[src/rtl/g_sertx.sv]
// g_sertx: active-low-handshake serial transmitter; frame = start(0), WIDTH data bits LSB first, optional parity, stop bit(s) (1).
// Latency: SO drops on the load edge; RDYN returns low CLKDIV*(1+WIDTH+(PARITY!=0)+STOP_BITS) cycles after that edge.
// Backpressure: LDN is honoured only in IDLE (RDYN=0); requests made while a frame is on SO are dropped, never queued.
module g_sertx #(
  parameter int WIDTH     = 8,
  parameter int CLKDIV    = 16,
  parameter int PARITY    = 0,
  parameter int STOP_BITS = 1
) (
  input  logic             CK,
  input  logic             CDN,
  input  logic [WIDTH-1:0] D,
  input  logic             LDN,
  output logic             RDYN,
  output logic             BSYN,
  output logic             SO
);

  // Divider is wide enough for 0..CLKDIV-1; bit counter covers data index and stop-bit index.
  localparam int DW = (CLKDIV > 1) ? $clog2(CLKDIV) : 1;
  localparam int BW = $clog2(WIDTH + 2);
  localparam logic [DW-1:0] DIV_LAST  = DW'(CLKDIV - 1);
  localparam logic [BW-1:0] DATA_LAST = BW'(WIDTH - 1);
  localparam logic [BW-1:0] STOP_LAST = BW'(STOP_BITS - 1);
  localparam logic          PAR_ODD   = (PARITY == 2);

  // Reject parameter sets the frame format cannot represent.
  if (WIDTH < 1 || WIDTH > 16) begin : g_bad_width
    $error("g_sertx: WIDTH must be in 1..16");
  end
  if (CLKDIV < 1) begin : g_bad_clkdiv
    $error("g_sertx: CLKDIV must be >= 1");
  end
  if (PARITY < 0 || PARITY > 2) begin : g_bad_parity
    $error("g_sertx: PARITY must be 0, 1 or 2");
  end
  if (STOP_BITS < 1 || STOP_BITS > 2) begin : g_bad_stop
    $error("g_sertx: STOP_BITS must be 1 or 2");
  end

  typedef enum logic [2:0] {
    S_IDLE,
    S_START,
    S_DATA,
    S_PARITY,
    S_STOP
  } state_t;

  state_t           state;
  logic [DW-1:0]    div_cnt;
  logic [BW-1:0]    bit_cnt;
  logic [WIDTH-1:0] shreg;
  logic             par_bit;

  // Frame sequencer: every non-idle slot lasts CLKDIV cycles; SO, RDYN and BSYN are updated on the slot boundary.
  always_ff @(posedge CK or negedge CDN) begin
    if (!CDN) begin
      state   <= S_IDLE;
      div_cnt <= '0;
      bit_cnt <= '0;
      shreg   <= '0;
      par_bit <= 1'b0;
      SO      <= 1'b1;
      RDYN    <= 1'b0;
      BSYN    <= 1'b1;
    end else if (state == S_IDLE) begin
      if (!LDN) begin
        // Parity is taken from the captured word so later D changes cannot leak into the frame.
        shreg   <= D;
        par_bit <= (^D) ^ PAR_ODD;
        div_cnt <= '0;
        bit_cnt <= '0;
        SO      <= 1'b0;
        RDYN    <= 1'b1;
        BSYN    <= 1'b0;
        state   <= S_START;
      end
    end else if (div_cnt != DIV_LAST) begin
      div_cnt <= div_cnt + DW'(1);
    end else begin
      div_cnt <= '0;
      case (state)
        S_START: begin
          SO      <= shreg[0];
          shreg   <= shreg >> 1;
          bit_cnt <= '0;
          state   <= S_DATA;
        end
        S_DATA: begin
          if (bit_cnt != DATA_LAST) begin
            SO      <= shreg[0];
            shreg   <= shreg >> 1;
            bit_cnt <= bit_cnt + BW'(1);
          end else if (PARITY != 0) begin
            SO    <= par_bit;
            state <= S_PARITY;
          end else begin
            SO      <= 1'b1;
            bit_cnt <= '0;
            state   <= S_STOP;
          end
        end
        S_PARITY: begin
          SO      <= 1'b1;
          bit_cnt <= '0;
          state   <= S_STOP;
        end
        S_STOP: begin
          if (bit_cnt != STOP_LAST) begin
            bit_cnt <= bit_cnt + BW'(1);
          end else begin
            bit_cnt <= '0;
            RDYN    <= 1'b0;
            BSYN    <= 1'b1;
            state   <= S_IDLE;
          end
        end
        default: begin
          SO    <= 1'b1;
          RDYN  <= 1'b0;
          BSYN  <= 1'b1;
          state <= S_IDLE;
        end
      endcase
    end
  end

endmodule

[config.mk]
export PLATFORM = sky130hd
export DESIGN_NAME = g_sertx
export DESIGN_NICKNAME = d
export VERILOG_FILES = /design/src/rtl/g_sertx.sv
export SDC_FILE = /design/constraint.sdc
export NUM_CORES = 1
export LEC_CHECK = 0
export ABC_AREA = 1
export CAP_MARGIN = 20
export CORE_UTILIZATION = 52
export CTS_BUF_LIST = sky130_fd_sc_hd__clkbuf_2 sky130_fd_sc_hd__clkbuf_4 sky130_fd_sc_hd__clkbuf_8
export CTS_CLUSTER_SIZE = 20
export DETAILED_ROUTE_END_ITERATION = 7
export PLACE_DENSITY = 0.78
export SYNTH_ARGS = -nofsm -noshare
export SYNTH_HDL_FRONTEND = slang
export SYNTH_SLANG_ARGS = --single-unit
[constraint.sdc]
create_clock -name CK -period 1.3 [get_ports CK]
set_input_delay 0.195 -clock CK [delete_from_list [all_inputs] [get_ports CK]]
set_output_delay 0.195 -clock CK [all_outputs]
set_load 0.01 [all_outputs]
Word level (Yosys, flattened, before mapping)
Index checks and enable logic that the tools add are counted.
W data, S select, Z words.
{"block": "word_totals", "reg_bits": 22, "output_inout_bits": 3, "in_bits": 11, "elab_cells": 66}
{"block": "op_classes", "eq_ne": 13, "add_sub_neg": 2, "reduce_logical": 11, "muxes": 33}
{"op": "$mux W8", "n": 4}
{"op": "$mux W4", "n": 7}
{"op": "$pmux W8 S2", "n": 1}
{"op": "$mux W3", "n": 5}
{"op": "$pmux W3 S4", "n": 1}
{"op": "$pmux W4 S3", "n": 1}
{"op": "$reduce_and A4 Y1", "n": 3}
{"op": "$mux W1", "n": 11}
{"op": "$ne A3 B3 Y1 const B", "n": 3}
{"op": "$add A4 B1 Y4 const B", "n": 2}
{"op": "$reduce_bool A4 Y1", "n": 2}
{"op": "$eq A3 B2 Y1 const B", "n": 2}
{"op": "$ne A2 B2 Y1 const B", "n": 3}
{"op": "$reduce_and A3 Y1", "n": 2}
{"op": "$ne A4 B3 Y1 const B", "n": 1}
{"op": "$ne A4 B4 Y1 const B", "n": 1}
{"op": "$pmux W1 S2", "n": 2}
{"op": "$eq A3 B1 Y1 const B", "n": 1}
{"op": "$eq A3 B3 Y1 const B", "n": 1}
{"op": "$logic_not A3 Y1", "n": 1}
{"op": "$pmux W1 S3", "n": 1}
{"op": "$reduce_bool A3 Y1", "n": 1}
{"op": "$reduce_or A3 Y1", "n": 1}
{"op": "$ne A2 B1 Y1 const B", "n": 1}
{"op": "$reduce_or A2 Y1", "n": 1}

Logic depth before layout (Yosys ltp)
Gate-level depths: netlist (run 1).
{"block": "depth", "ltp_word": 5, "mapped_depth": 9, "mapped_depth_nobuf": 9}

Worst setup path before layout (run 1)
No wires, ideal clock.
{"block": "synth_timing", "path_kind": "register -> register", "start": "register bit_cnt[0]", "end": "register shreg[0]", "n_path_buf": 0, "synth_period_minus_slack_ns": 1.298, "setup_slack_ns": 0.002, "stages_incl_launch_ff": 9, "t_arrival_ns": 1.180, "cell_sequence": "dfrtp_1 ha_1 nand2_1 nor2_1 o21ai_2 nand2_4 inv_4 nand2_1 o21ai_2"}
{"block": "synth_via", "elab_chain_cells": 3}
{"element": "start: declaration", "line_no": "51", "rtl": "logic [BW-1:0] bit_cnt;"}
{"element": "start signal: assignment", "line_no": "93", "rtl": "bit_cnt <= bit_cnt + BW'(1);"}
{"element": "start signal: assignment", "line_no": "110", "rtl": "bit_cnt <= bit_cnt + BW'(1);"}
{"element": "$ne A4 B3 Y1", "line_no": "90", "rtl": "if (bit_cnt != DATA_LAST) begin"}
{"element": "$ne A3 B3 Y1 (no line)"}
{"element": "$reduce_and A4 Y1 (no line)"}
{"element": "end signal: assignment", "line_no": "85", "rtl": "shreg <= shreg >> 1;"}
{"element": "end signal: assignment", "line_no": "92", "rtl": "shreg <= shreg >> 1;"}
{"element": "end: declaration", "line_no": "52", "rtl": "logic [WIDTH-1:0] shreg;"}
Every way passes these cells.
A chain may end at the register's enable or synchronous reset.

Final worst setup path (run 1)
{"block": "layout_timing", "start": "register state[0]", "end": "register shreg[1]"}
{"block": "layout_via", "elab_chain_cells": 4}
{"element": "start: declaration", "line_no": "49", "rtl": "state_t state;"}
{"element": "start signal: assignment", "line_no": "58", "rtl": "state <= S_IDLE;"}
{"element": "start signal: assignment", "line_no": "76", "rtl": "state <= S_START;"}
{"element": "start signal: assignment", "line_no": "87", "rtl": "state <= S_DATA;"}
{"element": "$eq A3 B2 Y1 / $eq A3 B1 Y1 (equally long branches)", "line_no": "82", "rtl": "case (state)"}
{"element": "$pmux W8 S2", "line_no": "82"}
{"element": "$mux W8", "line_no": "78", "rtl": "end else if (div_cnt != DIV_LAST) begin"}
{"element": "$mux W8", "line_no": "66", "rtl": "end else if (state == S_IDLE) begin"}
Parallel ways exist; a longest one is shown, timed or not. The select of a mux whose other input is x is not followed.

==> flow_metrics.py, run 1 <==
metrics = {
    "power": {
        "ir_worst_vdd_mv": 2.075,
        "power-per-cell-area_mw_per_mm2": 2249,
        "leakage_nw": 0.9394,
    },
    "yosys": {
        "synth_xor_area_frac": 0.006972,
        "ys.flop_type": "dfrtp_1",
        "yosys_warnings": 0,
        "syn_nets": 184,
        "synth-simple-area-share": 0.3845,
        "synth_cell_type_count": 24,
        "syn-instance-count": 170,
        "synth_common_cells": "79 x nand2_1, 20 x dfrtp_1, 15 x inv_1, 9 x nand3_1",
        "synth_top_family_by_area": "simple AND/OR/NAND/NOR gates",
        "ys_seq_elements": 22,
        "synth_mux_area_frac": 0,
        "yosysTopAreaCell": "dfrtp_1",
        "synth_area_leaders": "dfrtp_1 40%, nand2_1 24%, inv_1 4.5%",
        "synth_edf_count": 0,
        "synthAdderAreaFrac": 0.02988,
        "yosysMostFrequentCell": "nand2_1",
        "synth-compound-area-share": 0.07371,
        "async_reset_ff_frac": 1.000,
        "ys_seq_area_frac": 0.4402,
        "syn-cell-area_mm2": 0.001256,
        "yosys.area.top_type_share": 0.3984,
        "syn_area_per_cell_um2": 7.389,
    },
    "critical_path": {
        "rrSetupSlack_ns": -0.08,
        "crit_fanout": 8,
        "critPathArrivalTime_ns": 1.60,
        "crit_path_start": "state[0]",
        "critical_path_class": "flip-flop to flip-flop",
        "end_kind": "flip-flop",
        "r2r.worst_path.cells": 8,
        "required_ns": 1.52,
        "reg2reg_from": "state[0]",
        "start_kind": "flip-flop",
        "timing.rr.end": "shreg[1]",
    },
    "cts": {
        "cts_root_buf": "clkbuf_4",
        "clock-sinks": 22,
        "insertion_delay_ns": 0.32,
        "clk_path_buf_depth": 2,
        "cts_tree": "done",
        "clk_pin_slew_worst_paths_ns": 0.13,
        "cts_htree_levels": 1,
        "cts_buffers": 3,
    },
    "die": {
        "core_mm2": 0.002255,
        "die_area_mm2": 0.002616,
        "rows": 17,
        "pin_count": 14,
        "die_h_um": 51.15,
        "start_util": 0.5572,
        "die_w_um": 51.15,
    },
    "sta": {
        "setup_viol": 17,
        "min_period_ns": 1.380,
        "fin_worst_skew_ns": 0.003025,
        "finalCritPeriodShare": 1.062,
        "max_slew_margin": 0.8012,
        "fmaxAchievable_ghz": 0.7246,
        "rsz0062_at_grt": "true",
        "drv_slew": 0,
        "setup_ws_ns": -0.08017,
        "tightest_slew_ns": 0.2981,
        "hold_violations": 0,
    },
    "grt": {
        "grt_usage": 0.2673,
        "antenna_found_initial": 0,
        "grt_pass1_vias": 1279,
        "grt-ovfl-total": 0,
        "grt_max_degree": 23,
        "grt_pass1_wl_mm": 5.147,
    },
    "placement": {
        "gp_routability_congestion": 0.8515,
        "io_buffers": 13,
        "pre_cts_slack_ns": -0.1090,
        "place_area_mm2": 0.001551,
        "detailed_place_hpwl_mm": 2.090,
        "placed_cells": 228,
    },
    "flow_run": {
        "maxCapViolations": 0,
    },
    "drt": {
        "drtPass1Iterations": 4,
        "vias": 1302,
        "post_drt_wl_per_cell_um": 14.43,
        "dr.first_iter.drc_count": 68,
        "drc": 0,
        "viasPerCell": 5.448,
        "totalWireLength_mm": 3.449,
        "drtAntennaViolNets": 0,
    },
    "status": {
        "failed_checks": "negative setup slack",
        "status": "complete, but fails checks",
    },
    "cells_and_area": {
        "fin_cells": 239,
        "layout-drive-gt1-share": 0.3555,
        "diodes": 0,
        "postLayoutCellArea_mm2": 0.001785,
        "nets": 226,
        "area_growth_pct": 42.13,
        "fill_cells": 129,
    },
    "min_path": {
        "hold_path.class": "primary input to asynchronous set/reset pin",
    },
}
logic make-up after synthesis:
logic type               count (synthesis)
AND/OR/NAND/NOR                        109
flip-flops                              22
buffers and inverters                   20
AO/OA/AOI/OAI                           15
adder cells (fa/ha/maj)                  3
XOR/XNOR                                 1
metal layers:
layer,GRT usage,wire [µm]
met1,0.3219,1426
met5,0,0
met3,0.04762,161
met2,0.4452,1734
met4,0.1528,125
worst max-delay path, stage by stage, from the launching register on:
cell and delay, ns:
dfrtp_1 0.45, nor2_4 0.21, nand2_4 0.12, nand2_2 0.10, nand2_4 0.10, nand2_4 0.13, inv_8 0.06, nand2_2 0.06
nand2_2 0.05
registers in the layout, indices dropped and copies added (netlist names):
| name | flops |
|---|---|
| BSYN | 1 |
| state | 3 |
| bit_cnt | 4 |
| div_cnt | 4 |
| RDYN | 1 |
| SO | 1 |
| shreg | 8 |
metrics by stage:
stage	TNS (ns)	total power [W]	hold slack, ns	util
finish	-0.7817	0.004016	0.2113	0.7919
global route	-1.992	0.004266	0.2561	0.7919
CTS	-0.4922	0.003740	0.2102	0.7653
detailed placement	-1.319	0.002979	0.4668	0.6881
global placement	-0.4995	0.002898	0.4612	0.6881
floorplan	0	0.002278	-0.1006	-
worst max path at each step:
stage | to | slack, ns | cells past startpoint
final | shreg[1] | -0.08 | 8
after global routing | shreg[5] | -0.13 | 8
after floorplan | shreg[0] | 0.002 | 8
after global placement | shreg[0] | -0.06 | 8
after CTS | shreg[3] | -0.06 | 8
after detailed placement | RDYN | -0.11 | 8
area by class of cell:
| cell class | instances | area (µm²) | share of cell area |
|---|---|---|---|
| flip-flops and latches | 22 | 555.5 | 0.3111 |
| inverters | 19 | 81.33 | 0.04555 |
| well taps | 28 | 35.03 | 0.01962 |
| clock inverters | 1 | 30.03 | 0.01682 |
| repair buffers | 37 | 299.0 | 0.1675 |
| clock buffers | 3 | 22.52 | 0.01261 |
| multi-input cells | 129 | 762.0 | 0.4268 |
where the power goes:
| part | leakage [nW] | switching, W | internal, W | total [W] |
|---|---|---|---|---|
| logic | 0.637 | 0.00134 | 0.000972 | 0.00231 |
| registers | 0.274 | 0.000221 | 0.000945 | 0.00117 |
| clock network | 0.0279 | 0.000224 | 0.000312 | 0.000536 |
| total | 0.939 | 0.00179 | 0.00223 | 0.00402 |
repair_timing:
action / 4_1_cts / 5_1_grt
endpoints found under the setup margin: 21 / 21
buffers inserted: 6 / 0
resized for setup: 27 / 21
hold buffers: 0 / 0
gates cloned: 1 / 0
pin swaps: 7 / 5
cell usage in the layout, fill, tap and decap left out, types with 5 or more instances in the layout:
| master | instances |
|---|---|
| nor2_1 | 5 |
| dfrtp_1 | 18 |
| nand2_2 | 12 |
| o21ai_1 | 6 |
| buf_4 | 24 |
| nand2_4 | 9 |
| nand3_1 | 7 |
| inv_1 | 14 |
| nand2_1 | 65 |
| nor2_4 | 5 |
| clkdlybuf4s50_1 | 10 |
(Power assumes the default switching activity.)
==> run 2: changes to the inputs <==
- PLACE_DENSITY: 0.78 -> 0.81
==> run 2 against run 1 <==
  * The flow still finishes with violations (negative setup slack)
  * Total power down 1.7%
  * Clock skew increased by 0.0033 ns
  * Non-clock buffer count is 3 higher
  * Combinational power increased by 6%
  * Final cell count up 0.84%
  * Fmax fell by 2.8%
  * Final area increased by 2.7%
  * Via count is 0.31% higher
  * Die area did not move
  * Utilization rose by 2.2 points
  * Worst hold slack lost 0.082 ns
  * Sequential share of layout area decreased by 0.83 points
  * Critical endpoint is now shreg[0]
  * Largest cell class unchanged
==> flow_metrics.py, run 2 (synthesis gave the netlist of run 1 again) <==
metrics = {
    "status": {
        "status": "complete, but fails checks",
        "failed_checks": "negative setup slack",
    },
    "power": {
        "seqPwrFrac": 0.298,
        "power-per-cell-area_mw_per_mm2": 2152,
        "combPwrFrac": 0.621,
        "finalPower_w": 0.003948,
        "swShare": 0.4724,
        "leakage_nw": 0.9742,
        "p_clk_frac": 0.081,
        "ir_worst_vdd_mv": 1.584,
        "internal_power_w": 0.002083,
        "switchingPower_w": 0.001865,
    },
    "cells_and_area": {
        "area_growth_pct": 46.02,
        "layout-drive-gt1-share": 0.4085,
        "nets": 229,
        "top_register": "shreg",
        "largest_reg_flops": 8,
        "final_common_cell": "nand2_1",
        "reg.largest.list": "shreg: 8 flops, bit_cnt: 4 flops, div_cnt: 4 flops",
        "fill_cells": 139,
        "diodes": 0,
        "fin_cells": 241,
        "final_cell_mix": "59 x nand2_1, 24 x buf_4, 18 x dfrtp_1, 16 x nand2_2, 14 x inv_1",
    },
    "grt": {
        "grt_max_degree": 12,
        "grt-ovfl-total": 0,
        "grt_pass1_wl_mm": 5.713,
        "grt_pass1_vias": 1297,
        "antenna_found_initial": 0,
        "grt_usage": 0.3022,
    },
    "sta": {
        "finalCritPeriodShare": 1.093,
        "max_slew_margin": 0.7775,
        "fin_worst_hold_slack_ns": 0.1291,
        "setup_viol": 20,
        "fmaxAchievable_ghz": 0.7040,
        "min_period_ns": 1.421,
        "rsz0062_at_grt": "true",
        "fin_worst_skew_ns": 0.006369,
        "setup_ws_ns": -0.1205,
        "drv_slew": 0,
        "hold_violations": 0,
        "tightest_slew_ns": 0.3327,
    },
    "min_path": {
        "hold_path.class": "primary input to asynchronous set/reset pin",
    },
    "critical_path": {
        "end_kind": "flip-flop",
        "rrSetupSlack_ns": -0.12,
        "r2r.worst_path.cells": 9,
        "required_ns": 1.55,
        "critical_path_class": "flip-flop to flip-flop",
        "reg2reg_from": "div_cnt[0]",
        "critPathArrivalTime_ns": 1.67,
        "crit_fanout": 8,
        "timing.rr.end": "shreg[0]",
        "start_kind": "flip-flop",
    },
    "drt": {
        "vias": 1306,
        "wl_met2_mm": 1.883,
        "totalWireLength_mm": 3.690,
        "viasPerCell": 5.419,
        "post_drt_wl_per_cell_um": 15.31,
        "drtAntennaViolNets": 0,
        "wl_met3_um": 189,
        "dr.first_iter.drc_count": 61,
        "drtPass1Iterations": 4,
        "top_layer_used": "met4",
        "drc": 0,
        "met1Wirelength_mm": 1.526,
    },
    "cts": {
        "cts_tree": "done",
        "cts.hold.buffers_added": 0,
        "cts_buffers": 3,
        "insertion_delay_ns": 0.31,
        "cts_htree_levels": 1,
        "clock-sinks": 22,
        "clk_pin_slew_worst_paths_ns": 0.12,
        "cts_root_buf": "clkbuf_4",
        "clk_path_buf_depth": 2,
    },
    "die": {
        "die_h_um": 51.15,
        "pin_count": 14,
        "die_area_mm2": 0.002616,
        "die_w_um": 51.15,
        "rows": 17,
        "core_mm2": 0.002255,
        "start_util": 0.5572,
    },
    "placement": {
        "gp_routability_congestion": 0.8400,
        "detailed_place_hpwl_mm": 2.209,
        "placed_cells": 230,
        "io_buffers": 13,
    },
    "flow_run": {
        "maxCapViolations": 0,
    },
}
run 2: stage by stage:
stage | util | cell area [µm²] | setup WS (ns) | TNS (ns)
2_1_floorplan | - | 1256 | 0.002481 | 0
3_3_place_gp | 0.6948 | 1567 | -0.03772 | -0.2237
3_5_place_dp | 0.6948 | 1567 | -0.1227 | -1.414
4_1_cts | 0.7708 | 1738 | -0.08681 | -0.7721
5_1_grt | 0.8135 | 1834 | -0.1717 | -2.705
6_report | 0.8135 | 1834 | -0.1205 | -1.739
run 2: worst max path at each step:
stage / start / endpoint / slack [ns]
after floorplan: bit_cnt[0] / shreg[0] / 0.002
after global placement: bit_cnt[0] / shreg[0] / -0.04
after global routing: div_cnt[0] / BSYN / -0.17
after detailed placement: bit_cnt[1] / shreg[5] / -0.12
final: div_cnt[0] / shreg[0] / -0.12
after CTS: bit_cnt[1] / SO / -0.09
run 2: repair_timing:
item | 4_1_cts | 5_1_grt
buffers inserted | 4 | 3
endpoints found under the setup margin | 21 | 22
gates cloned | 1 | 0
resized for setup | 38 | 23
pin swaps | 18 | 20
run 2: power groups by stage:
stage	Sequential, W	Combinational (W)	Clock (W)
4_1_cts	0.00113	0.00213	0.000311
3_5_place_dp	0.00114	0.00184	0
2_1_floorplan	0.00114	0.00114	0
3_3_place_gp	0.00112	0.00177	0
5_1_grt	0.00119	0.00267	0.000342
6_report	0.00118	0.00245	0.000318
run 2: area by class of cell:
class                      instances  area, µm²  share of cell area
multi-input combinational        129      798.3              0.4352
clock buffer                       3      22.52             0.01228
tap                               28      35.03             0.01910
sequential                        22      555.5              0.3029
inverter                          19      81.33             0.04434
timing repair buffer              40      341.6              0.1862
run 2: routing by layer:
| metal | global-route usage | up-vias |
|---|---|---|
| li1 | - | 617 |
| met1 | 0.3487 | 613 |
| met2 | 0.5504 | 66 |
| met3 | 0.03274 | 10 |
| met4 | 0.1435 | 0 |
| met5 | 0 | - |
run 2: critical path, cell delays in order (launching register included):
cell	delay, ns
dfrtp_1	0.44
ha_4	0.18
nand2_4	0.06
nor2_4	0.14
nand2_2	0.08
nand2_4	0.13
nand2_4	0.11
inv_8	0.11
nand2_2	0.06
o21ai_2	0.05
==> run 3: changes to the inputs <==
- CORE_UTILIZATION: 52 -> 40
- PLACE_DENSITY: 0.81 -> 0.65
==> run 3 against run 2 <==
  * The flow finishes with violations (design-rule violations, negative setup slack)
  * Via count fell by 6.4%
  * Register-to-register slack improved by 0.05 ns
  * Sequential share of layout area fell by 0.15 points
  * Non-clock buffer count rose by 2
  * Clock-buffer cell count rose by 1
  * Clock power rose by 8.5%
  * Total power fell by 6.4%
  * Global-route usage fell by 10 points
  * Die area rose by 29%
  * Worst setup slack improved by 0.050 ns
  * Sequential cell count did not move
==> flow_metrics.py, run 3 (synthesis gave the netlist of run 1 again) <==
metrics = {
    "power": {
        "swShare": 0.4420,
        "combPwrFrac": 0.599,
        "power-per-cell-area_mw_per_mm2": 2009,
        "switchingPower_w": 0.001633,
        "internal_power_w": 0.002061,
        "leakage_nw": 0.9470,
        "ir_worst_vdd_mv": 0.9896,
        "p_clk_frac": 0.093,
        "seqPwrFrac": 0.308,
    },
    "sta": {
        "setup_ws_ns": -0.07011,
        "finalCritPeriodShare": 1.054,
        "rsz0062_at_grt": "true",
        "tightest_slew_ns": 0.2073,
        "setup_viol": 13,
        "hold_violations": 0,
        "fmaxAchievable_ghz": 0.7299,
        "drv_slew": 0,
        "fin_worst_skew_ns": 0.01186,
        "min_period_ns": 1.370,
        "fin_worst_hold_slack_ns": 0.2152,
        "max_slew_margin": 0.8613,
    },
    "cells_and_area": {
        "diodes": 0,
        "final_common_cell": "nand2_1",
        "area_growth_pct": 46.41,
        "fill_cells": 260,
        "fin_cells": 258,
        "largest_reg_flops": 8,
        "top_register": "shreg",
        "nets": 231,
        "postLayoutCellArea_mm2": 0.001839,
        "reg.largest.list": "shreg: 8 flops, bit_cnt: 4 flops, div_cnt: 4 flops",
        "final_cell_mix": "68 x nand2_1, 24 x buf_4, 19 x dfrtp_1, 13 x inv_1, 11 x nand2_2",
        "layout-drive-gt1-share": 0.3611,
    },
    "die": {
        "pin_count": 14,
        "start_util": 0.4367,
        "die_w_um": 58.04,
        "rows": 19,
        "die_h_um": 58.04,
        "core_mm2": 0.002877,
        "die_area_mm2": 0.003369,
    },
    "cts": {
        "cts_root_buf": "clkbuf_4",
        "cts.hold.buffers_added": 0,
        "clk_path_buf_depth": 2,
        "clock-sinks": 22,
        "cts_buffers": 3,
        "insertion_delay_ns": 0.30,
        "cts_tree": "done",
        "clk_pin_slew_worst_paths_ns": 0.13,
        "cts_htree_levels": 1,
    },
    "critical_path": {
        "crit_path_start": "bit_cnt[0]",
        "critPathArrivalTime_ns": 1.61,
        "critPathTopFamily": "flip-flops",
        "path_cells": "ha_4 > nand2_2 > nor2_4 > o21ai_4 > nand2_4 > inv_6 > nand2_2 > o21ai_2",
        "path_buf_inv": 1,
        "cp_slowest_stage_delay_ns": 0.45,
        "reg2reg_from": "bit_cnt[0]",
        "crit_slowest_cell": "dfrtp_1",
        "crit_fanout": 8,
        "crit_top_cell": "nand2_2",
        "start_kind": "flip-flop",
        "required_ns": 1.54,
        "critical_path_class": "flip-flop to flip-flop",
        "end_kind": "flip-flop",
    },
    "drt": {
        "totalWireLength_mm": 3.013,
        "drtAntennaViolNets": 0,
        "viasPerCell": 4.740,
        "drtPass1Iterations": 6,
        "vias": 1223,
        "post_drt_wl_per_cell_um": 11.68,
        "drc": 1,
        "dr.first_iter.drc_count": 52,
    },
    "grt": {
        "antenna_found_initial": 0,
        "grt_pass1_wl_mm": 5.195,
        "grt_usage": 0.2003,
        "grt_max_degree": 23,
        "grt_pass1_vias": 1181,
        "grt-ovfl-total": 0,
    },
    "flow_run": {
        "maxCapViolations": 0,
    },
    "placement": {
        "place_area_mm2": 0.001597,
        "placed_cells": 244,
        "io_buffers": 13,
        "gp_routability_congestion": 0.7883,
        "detailed_place_hpwl_mm": 2.021,
    },
    "min_path": {
        "hold_path.class": "primary input to asynchronous set/reset pin",
    },
    "status": {
        "failed_checks": "design-rule violations, negative setup slack",
        "status": "complete, but fails checks",
    },
}
run 3: cell count changes in the layout (fill, tap and decap cells not counted), moves of 2 or more:
cell,before,now
nand2_4,11,7
nand2_1,59,68
buf_6,2,4
nand2_2,16,11
inv_6,0,2
run 3: area by class of cell:
cell class	count	area [µm²]	share of cell area
timing repair buffer	42	364.1	0.1980
inverter	19	83.83	0.04558
sequential	22	554.3	0.3014
tap	42	52.55	0.02857
clock buffer	4	30.03	0.01633
multi-input combinational	129	754.5	0.4102
run 3: path summary, 6_finish.rpt:
kind | cells past startpoint | to | slack, ns
worst max-delay path | 8 | shreg[0] | -0.07
worst min-delay path | 2 | RDYN | 0.22
worst max register to register | 8 | shreg[0] | -0.07
worst min register to register | 2 | RDYN | 0.49
max in group asynchronous | 2 | SO | 0.86
min in group CK | 3 | shreg[7] | 0.43
run 3: power by group through the flow:
stage | registers [W] | logic (W) | clock network, W
detailed placement | 0.00113 | 0.00187 | 0
CTS | 0.00112 | 0.00204 | 0.000359
global placement | 0.00112 | 0.00184 | 0
global route | 0.00117 | 0.00247 | 0.000391
finish | 0.00114 | 0.00221 | 0.000345
floorplan | 0.00114 | 0.00114 | 0
run 3: routing by layer:
metal  GRT usage  share of wire  vias up
met5           0              0        -
met1      0.2581           0.45      567
met3     0.03571          0.038        2
li1            -              -      627
met2      0.3448           0.50       27
met4     0.05442         0.0076        0
run 3: timing repair:
item / 4_1_cts / 5_1_grt
setup buffers: 6 / 3
endpoints found under the setup margin: 21 / 20
resized for setup: 26 / 23
cloned: 1 / 0
pin swaps: 10 / 4
run 3: through the flow:
stage / total power (W) / setup slack (ns) / util / setup TNS, ns
after global placement: 0.002955 / -0.08199 / 0.5550 / -0.6268
final: 0.003694 / -0.07011 / 0.6394 / -0.6280
after global routing: 0.004039 / -0.1705 / 0.6394 / -1.839
after detailed placement: 0.003006 / -0.1187 / 0.5550 / -1.142
after floorplan: 0.002278 / 0.002481 / - / 0
after CTS: 0.003513 / -0.04636 / 0.6068 / -0.4502
